`config.mk`:
```
export PLATFORM = sky130hd
export DESIGN_NAME = serial2parallel_param
export DESIGN_NICKNAME = d
export VERILOG_FILES = /design/src/rtl/serial2parallel_param.sv
export SDC_FILE = /design/constraint.sdc
export NUM_CORES = 1
export LEC_CHECK = 0
export ABC_CLOCK_PERIOD_IN_PS = 3500
export CAP_MARGIN = 20
export CORE_ASPECT_RATIO = 1.1
export CORE_UTILIZATION = 47
export DETAILED_ROUTE_END_ITERATION = 8
export GPL_TIMING_DRIVEN = 0
export PLACE_DENSITY = 0.91
export SYNTH_ARGS = -nofsm -noshare
export SYNTH_HDL_FRONTEND = slang
export SYNTH_SLANG_ARGS = --single-unit
```
`constraint.sdc`:
```
create_clock -name clk -period 3.5 [get_ports clk]
set_input_delay 0.525 -clock clk [delete_from_list [all_inputs] [get_ports clk]]
set_output_delay 0.525 -clock clk [all_outputs]
set_load 0.005 [all_outputs]
```
`src/rtl/serial2parallel_param.sv`:
```
// Serial-to-parallel frame collector: gathers DEPTH words of WIDTH bits behind valid/ready handshakes.
// Optional partial-frame flush is compiled in with `define S2P_FLUSH_EN.
module serial2parallel_param #(
  parameter int WIDTH = 32,
  parameter int DEPTH = 10,
  localparam int CW = $clog2(DEPTH + 1)
) (
  input  logic                   clk,
  input  logic                   rst_n,
  input  logic                   clear,
`ifdef S2P_FLUSH_EN
  input  logic                   flush,
`endif
  input  logic [WIDTH-1:0]       in_data,
  input  logic                   in_valid,
  output logic                   in_ready,
  output logic [DEPTH*WIDTH-1:0] out_data,
  output logic                   out_valid,
  input  logic                   out_ready,
  output logic [CW-1:0]          count,
  output logic                   done
);

  typedef enum logic [0:0] {
    FILL = 1'b0,
    FULL = 1'b1
  } state_t;

  state_t                 state_r, state_s;
  logic [CW-1:0]          count_r, count_s;
  logic [DEPTH*WIDTH-1:0] data_r, data_s;
  logic                   valid_r;
  logic                   done_r, done_s;
  logic                   in_beat_s, out_beat_s, flush_s;

`ifdef S2P_FLUSH_EN
  assign flush_s = flush;
`else
  assign flush_s = 1'b0;
`endif

  // A held frame only makes room when the consumer takes it this cycle.
  assign in_ready   = (state_r == FULL) ? out_ready : 1'b1;
  assign in_beat_s  = in_valid & in_ready;
  assign out_beat_s = valid_r & out_ready;

  // Next-state, slot write and done-pulse computation.
  always_comb begin
    state_s = state_r;
    count_s = count_r;
    data_s  = data_r;
    done_s  = 1'b0;
    if (clear) begin
      state_s = FILL;
      count_s = {CW{1'b0}};
    end else begin
      case (state_r)
        FILL: begin
          if (in_beat_s) begin
            data_s[int'(count_r)*WIDTH +: WIDTH] = in_data;
            count_s = count_r + CW'(1);
            state_s = (count_r == CW'(DEPTH - 1)) ? FULL : FILL;
          end else begin
            count_s = count_r;
            state_s = FILL;
          end
          // A flush closes the frame at its current length and zero-fills the tail.
          if (flush_s && (state_s == FILL) && (count_s != {CW{1'b0}})) begin
            state_s = FULL;
            for (int k = 0; k < DEPTH; k++) begin
              data_s[k*WIDTH +: WIDTH] = (CW'(k) >= count_s) ? {WIDTH{1'b0}}
                                                             : data_s[k*WIDTH +: WIDTH];
            end
          end else begin
            state_s = state_s;
          end
        end
        FULL: begin
          if (out_beat_s) begin
            done_s = 1'b1;
            if (in_beat_s) begin
              data_s[WIDTH-1:0] = in_data;
              count_s = CW'(1);
              state_s = (DEPTH == 1) ? FULL : FILL;
            end else begin
              count_s = {CW{1'b0}};
              state_s = FILL;
            end
          end else begin
            state_s = FULL;
          end
        end
        default: begin
          state_s = FILL;
          count_s = {CW{1'b0}};
        end
      endcase
    end
  end

  // State, frame storage and output registers.
  always_ff @(posedge clk) begin
    if (!rst_n) begin
      state_r <= FILL;
      count_r <= {CW{1'b0}};
      data_r  <= {(DEPTH*WIDTH){1'b0}};
      valid_r <= 1'b0;
      done_r  <= 1'b0;
    end else begin
      state_r <= state_s;
      count_r <= count_s;
      data_r  <= data_s;
      valid_r <= (state_s == FULL);
      done_r  <= done_s;
    end
  end

  assign out_data  = data_r;
  assign out_valid = valid_r;
  assign count     = count_r;
  assign done      = done_r;

endmodule

```
==> results.cfg, run 1 <==
[clocking]
insertion_delay_ns = 0.57
cts_htree_levels = 1
clk_path_buf_depth = 3
cts-buffers-inserted = 31
cts.clk_slew.worst_paths_ns = 0.06
cts_tree = done
root_buffer = clkbuf_16
cts_sinks = 326

[logic_synthesis]
synth_area_mm2 = 0.0125
ys_ff_latch = 326
syn-instance-count = 1339
ys_seq_area_frac = 0.524
async_flop_share = 0
synth.area.top_cells = dfxtp_1 (52%), nand3_1 (6.7%), a21boi_0 (6.3%), nand2_1 (6.1%), a22o_1 (4.6%)
synth_top_area_cell = dfxtp_1
syn_nets = 1380
postSynthAreaPerCell_um2 = 9.31
yosysTopAreaCellShare = 0.524
ys_types = 50
ys_warn_count = 0
synthFlopType = dfxtp_1
synth_edf_count = 0

[route]
dr.pass1.iters = 5
drt_iter0_drc = 856
avgViaCountPerCell = 5.90
drtAntennaViolNets = 0
totalWireLength_um = 46900
vias = 12283
drc = 0
wire_per_inst_um = 22.5

[sta]
slew-limit-headroom = 0.100
setup_viol = 0
fin_worst_skew_ns = 0.0157
max_freq_ghz = 0.291
hold_violations = 0
setup_slack_ns = 0.0588
layout_min_cycle_time_ns = 3.44
rsz0062_at_grt = true
worst_slew_pin_slew_ns = 1.35
setup_tns_ns = 0
drv_slew = 0
min_period_over_period = 0.983

[floorplanning]
pin_count = 364
core_mm2 = 0.0261
die_area_mm2 = 0.0272
die_h_um = 173
start_util = 0.478
rows = 62
die_x_um = 157

[layout]
fillCellCount = 2024
n_antenna_cell = 0
fin_area_mm2 = 0.0172
utilization = 0.661
synthToLayoutAreaGrowth_pct = 38.3
nets = 1749
layout-drive-gt1-share = 0.0763

[outcome]
outcome = finished clean

[grt]
gr-usage-met2 = 0.560
grt_pass1_vias = 11777
grt_use_total = 0.336
antenna_found_initial = 0
grtUsageMet1 = 0.387
grt_overflow = 0
grt_busiest_layer = met2
grt_max_degree = 16
grt_pass1_wl_um = 69300
use_met3 = 0.0852

[placed_design]
gp_congestion = 0.917
pre_cts_ws_ns = 0.0322
io_buffers = 330
post_dp_cell_area_mm2 = 0.0162
dp_hpwl_um = 33200

[hold_path]
worstHoldPathType = reg -> reg

[critical_path]
criticalPathCategory = reg -> reg
cp.required_ns = 4.01
crit_fanout = 10
end_kind = flop
arrival_ns = 3.95
worstSetupStartpointType = flop

[flow_run]
maxCapViolCount = 0

[power_and_ir_drop]
power_density_mw_per_mm2 = 429
p_leak_nw = 5.81
ir_drop_uv = 359
## metrics by stage
step	power, mW	hold WS, ns	cells
final	7.39	0.459	2081
after global routing	7.57	0.475	2081
after CTS	7.38	0.460	2077
after detailed placement	4.20	0.447	2023
after global placement	4.19	0.440	2021
after floorplan	4.02	0.447	1339
## placed cells by master (no fill, tap or decap), drive strengths merged, types with 5 or more instances in the layout
master | synthesis | layout
nand3 | 167 | 167
a32o | 32 | 32
nor3 | 5 | 5
nor2 | 7 | 7
mux2i | 9 | 9
clkdlybuf4s50 | 0 | 330
clkbuf | 118 | 168
a21oi | 37 | 37
a21boi | 162 | 162
a22o | 65 | 65
buf | 43 | 49
nand2b | 39 | 39
inv | 4 | 5
a31o | 32 | 32
o21ai | 25 | 25
nand2 | 201 | 201
nand4 | 25 | 25
dfxtp | 326 | 326
## cells in the mapped netlist, types with 2 or more instances
cell type and n:
a2111oi_4 2, a21boi_0 104, a21boi_1 58, a21oi_1 37, a22o_1 65, a31o_2 32
a32o_1 32, and2_1 3, and3_1 2, buf_1 5, buf_2 33, buf_6 4
clkbuf_1 115, clkbuf_2 3, dfxtp_1 326, ha_1 4, inv_1 4, mux2i_1 9
nand2_1 201, nand2b_1 39, nand3_1 167, nand3b_1 4, nand4_1 25, nor2_1 7
nor2b_1 3, nor3_1 5, nor4_1 2, nor4bb_1 2, o21ai_0 25
## metal layers
layer	vias to the layer above	wire length (µm)
met5	-	0
met4	0	2860
met3	173	4640
met2	704	22000
met1	5942	17300
li1	5464	-
## state kept, by name, indices dropped and copies added, names as in the netlist
signal,flops
done,1
count,4
out_data,320
out_valid,1
## cell type report
cell class                 count  area [µm²]  share of cell area
sequential                   326        6530               0.379
multi-input combinational    848        5260               0.305
timing repair buffer         336        3350               0.194
clock buffer                  50         917              0.0532
buffer                       161         683              0.0396
tap                          352         440              0.0256
clock inverter                 4        51.3             0.00298
inverter                       4        15.0            0.000871
## worst paths after layout
| check | slack, ns | endpoint | start | cells after the start |
|---|---|---|---|---|
| min reg2reg | 0.46 | out_data[67]$_SDFFE_PN0P_ | out_data[67]$_SDFFE_PN0P_ | 2 |
| max reg2reg | 0.06 | out_data[229]$_SDFFE_PN0P_ | count[2]$_SDFFE_PP0P_ | 10 |
| max | 0.06 | out_data[229]$_SDFFE_PN0P_ | count[2]$_SDFFE_PP0P_ | 10 |
| min | 0.46 | out_data[67]$_SDFFE_PN0P_ | out_data[67]$_SDFFE_PN0P_ | 2 |
## logic make-up after synthesis
group	synth area share
DFF	0.524
muxes	0.00723
AOI/OAI and AO/OA	0.228
adders and majority gates	0.00402
and+or+nand+nor	0.180
buffers and inverters	0.0560
xor gates and xnor gates	0.00141
## repair_timing
item                                    4_1_cts  5_1_grt
endpoints found under the setup margin        0       22
hold buffers                                  0        0
setup buffers                                 0        4
resized for setup                             0        1
## power breakdown
| part | internal [mW] | switching, mW |
|---|---|---|
| Clock | 1.85 | 1.41 |
| Combinational | 0.119 | 0.262 |
| Sequential | 3.73 | 0.0143 |
## critical path: stages (launching register included)
cell and delay [ns]:
dfxtp_1 0.32, buf_2 0.16, buf_2 0.19, nor3_1 0.20, ha_1 0.27, buf_2 0.19, nand3b_1 0.22, nand2_1 0.12
a21boi_1 1.01, clkbuf_1 0.48, a22o_1 0.22
Note: power is estimated with default switching activity, not from simulation.
==> run 2: changes to the inputs <==
- ABC_CLOCK_PERIOD_IN_PS: 3500 -> 3000
- CORE_UTILIZATION: 47 -> 43
- PLACE_DENSITY: 0.91 -> 0.89
- clock period: 3.5 -> 3 ns (I/O delays scaled with it)
==> run 2 against run 1 <==
Net effect:
- register-to-register slack got worse by 0.04 ns
- setup slack got worse by 0.045 ns
- clock-buffer cell count fell by 6
- wire length rose by 3.9%
- clock power rose by 29%
==> results.cfg, run 2 (synthesis gave the netlist of run 1 again) <==
[outcome]
outcome = finished clean

[floorplanning]
die_area_mm2 = 0.0297
die_h_um = 181
rows = 65
die_x_um = 164
pin_count = 364
core_mm2 = 0.0286
start_util = 0.435

[layout]
layout-drive-gt1-share = 0.102
largest_reg_flops = 320
fillCellCount = 2355
mostFrequentLayoutCells = clkdlybuf4s50_1 (330), dfxtp_1 (326), nand2_1 (201), nand3_1 (166), clkbuf_1 (105)
utilization = 0.613
mostFrequentLayoutCell = clkdlybuf4s50_1
stdcell_count = 2107
fin_area_mm2 = 0.0176
nets = 1756
synthToLayoutAreaGrowth_pct = 40.9

[power_and_ir_drop]
ir_drop_uv = 480
p_seq_frac = 0.484
p_leak_nw = 5.99
combPwrFrac = 0.052
finalPower_mw = 9.04
power_density_mw_per_mm2 = 515
p_int_mw = 6.94
p_clk_frac = 0.465
p_sw_frac = 0.233
net-switching-power_mw = 2.11

[placed_design]
dp_hpwl_um = 33900
io_buffers = 330
gp_congestion = 0.880
dp.cells = 2042
post_dp_cell_area_mm2 = 0.0163

[critical_path]
critPathMostFrequentCell = buf_2
worstSetupStartpointType = flop
cp_cell_sequence = buf_2, buf_2, nor3_1, ha_1, buf_2, nand3b_1, nand2_1, and4_1, buf_2, a22o_1
worst-path-buf-inv = 4
r2r_cells = 10
cp.required_ns = 3.44
criticalPathCategory = reg -> reg
path_depth = 10
crit_fanout = 10
cpLargestDelayFamily = simple AND/OR/NAND/NOR gates
end_kind = flop
slowest_stage = and4_1
max_stage_delay_ns = 0.58
arrival_ns = 3.43

[hold_path]
worstHoldPathType = reg -> reg
hold_depth = 2

[route]
dr.pass1.iters = 5
wire_per_inst_um = 23.1
vias = 12396
drtAntennaViolNets = 0
avgViaCountPerCell = 5.88
drt_iter0_drc = 1218
drc = 0
totalWireLength_um = 48700

[clocking]
cts_sinks = 326
cts-buffers-inserted = 34
insertion_delay_ns = 0.51
root_buffer = clkbuf_16
clk_path_buf_depth = 3
cts-hold-fix-buffers = 0
cts_tree = done
cts_htree_levels = 2
cts.clk_slew.worst_paths_ns = 0.06

[grt]
antenna_found_initial = 0
grt_pass1_vias = 11832
grt_overflow = 0
grt_max_degree = 15
grt_use_total = 0.320
grt_pass1_wl_um = 71500

[sta]
setup_viol = 0
min_period_over_period = 0.995
drv_slew = 0
fin_worst_skew_ns = 0.0210
worst_slew_pin_slew_ns = 1.02
hold_violations = 0
slew-limit-headroom = 0.309
max_freq_ghz = 0.335
rsz0062_at_grt = true
layout_min_cycle_time_ns = 2.99

[flow_run]
maxCapViolCount = 0
-- run 2: cell type report --
cell class	count	area, µm²	share of cell area
clock buffers	44	960	0.0547
well taps	368	460	0.0262
flip-flops and latches	326	6530	0.372
clock inverters	15	136	0.00777
inverters	4	15.0	0.000855
multi-input cells	848	5350	0.305
diodes	1	2.50	0.000143
repair buffers	342	3400	0.194
plain buffers	159	702	0.0400
-- run 2: per-stage QoR --
stage                     setup TNS, ns  hold WS [ns]  setup slack (ns)
after detailed placement         -28.55         0.450            -0.387
final                                 0         0.457            0.0142
after floorplan                       0         0.447             0.406
after CTS                         -1.75         0.460           -0.0842
after global routing              -6.00         0.481            -0.103
after global placement           -72.86         0.439            -0.952
-- run 2: power groups by stage --
stage                     sequential, mW  clock [mW]  combinational, mW
after global routing                4.37        4.41              0.486
after CTS                           4.37        4.22              0.452
final                               4.37        4.20              0.469
after detailed placement            4.47           0              0.444
after global placement              4.47           0              0.433
after floorplan                     4.47           0              0.228
-- run 2: routing by layer --
| metal | track usage | wire length (µm) | vias up |
|---|---|---|---|
| met3 | 0.0654 | 4340 | 183 |
| met2 | 0.529 | 22900 | 709 |
| met4 | 0.178 | 2870 | 0 |
| li1 | - | - | 5481 |
| met1 | 0.384 | 18500 | 6023 |
| met5 | 0 | 0 | - |
-- run 2: worst paths after layout --
kind | from | endpoint | slack, ns
worst max-delay path | count[2]$_SDFFE_PP0P_ | out_data[247]$_SDFFE_PN0P_ | 0.01
worst min-delay path | out_data[71]$_SDFFE_PN0P_ | out_data[71]$_SDFFE_PN0P_ | 0.46
worst max register to register | count[2]$_SDFFE_PP0P_ | out_data[247]$_SDFFE_PN0P_ | 0.01
worst min register to register | out_data[71]$_SDFFE_PN0P_ | out_data[71]$_SDFFE_PN0P_ | 0.46
-- run 2: repair_timing --
action                                  CTS  global route
endpoints found under the hold margin     0             0
buffers inserted                          3             4
gates resized for setup                  12            34
pin swaps                                 2             5
endpoints found under the setup margin  177           251
-- run 2: worst min-delay path: cells and delay by family, from the launching register on --
kind	cells	cell delay, ns
simple gates	1	0.05
flops	1	0.31
compound gates	1	0.05
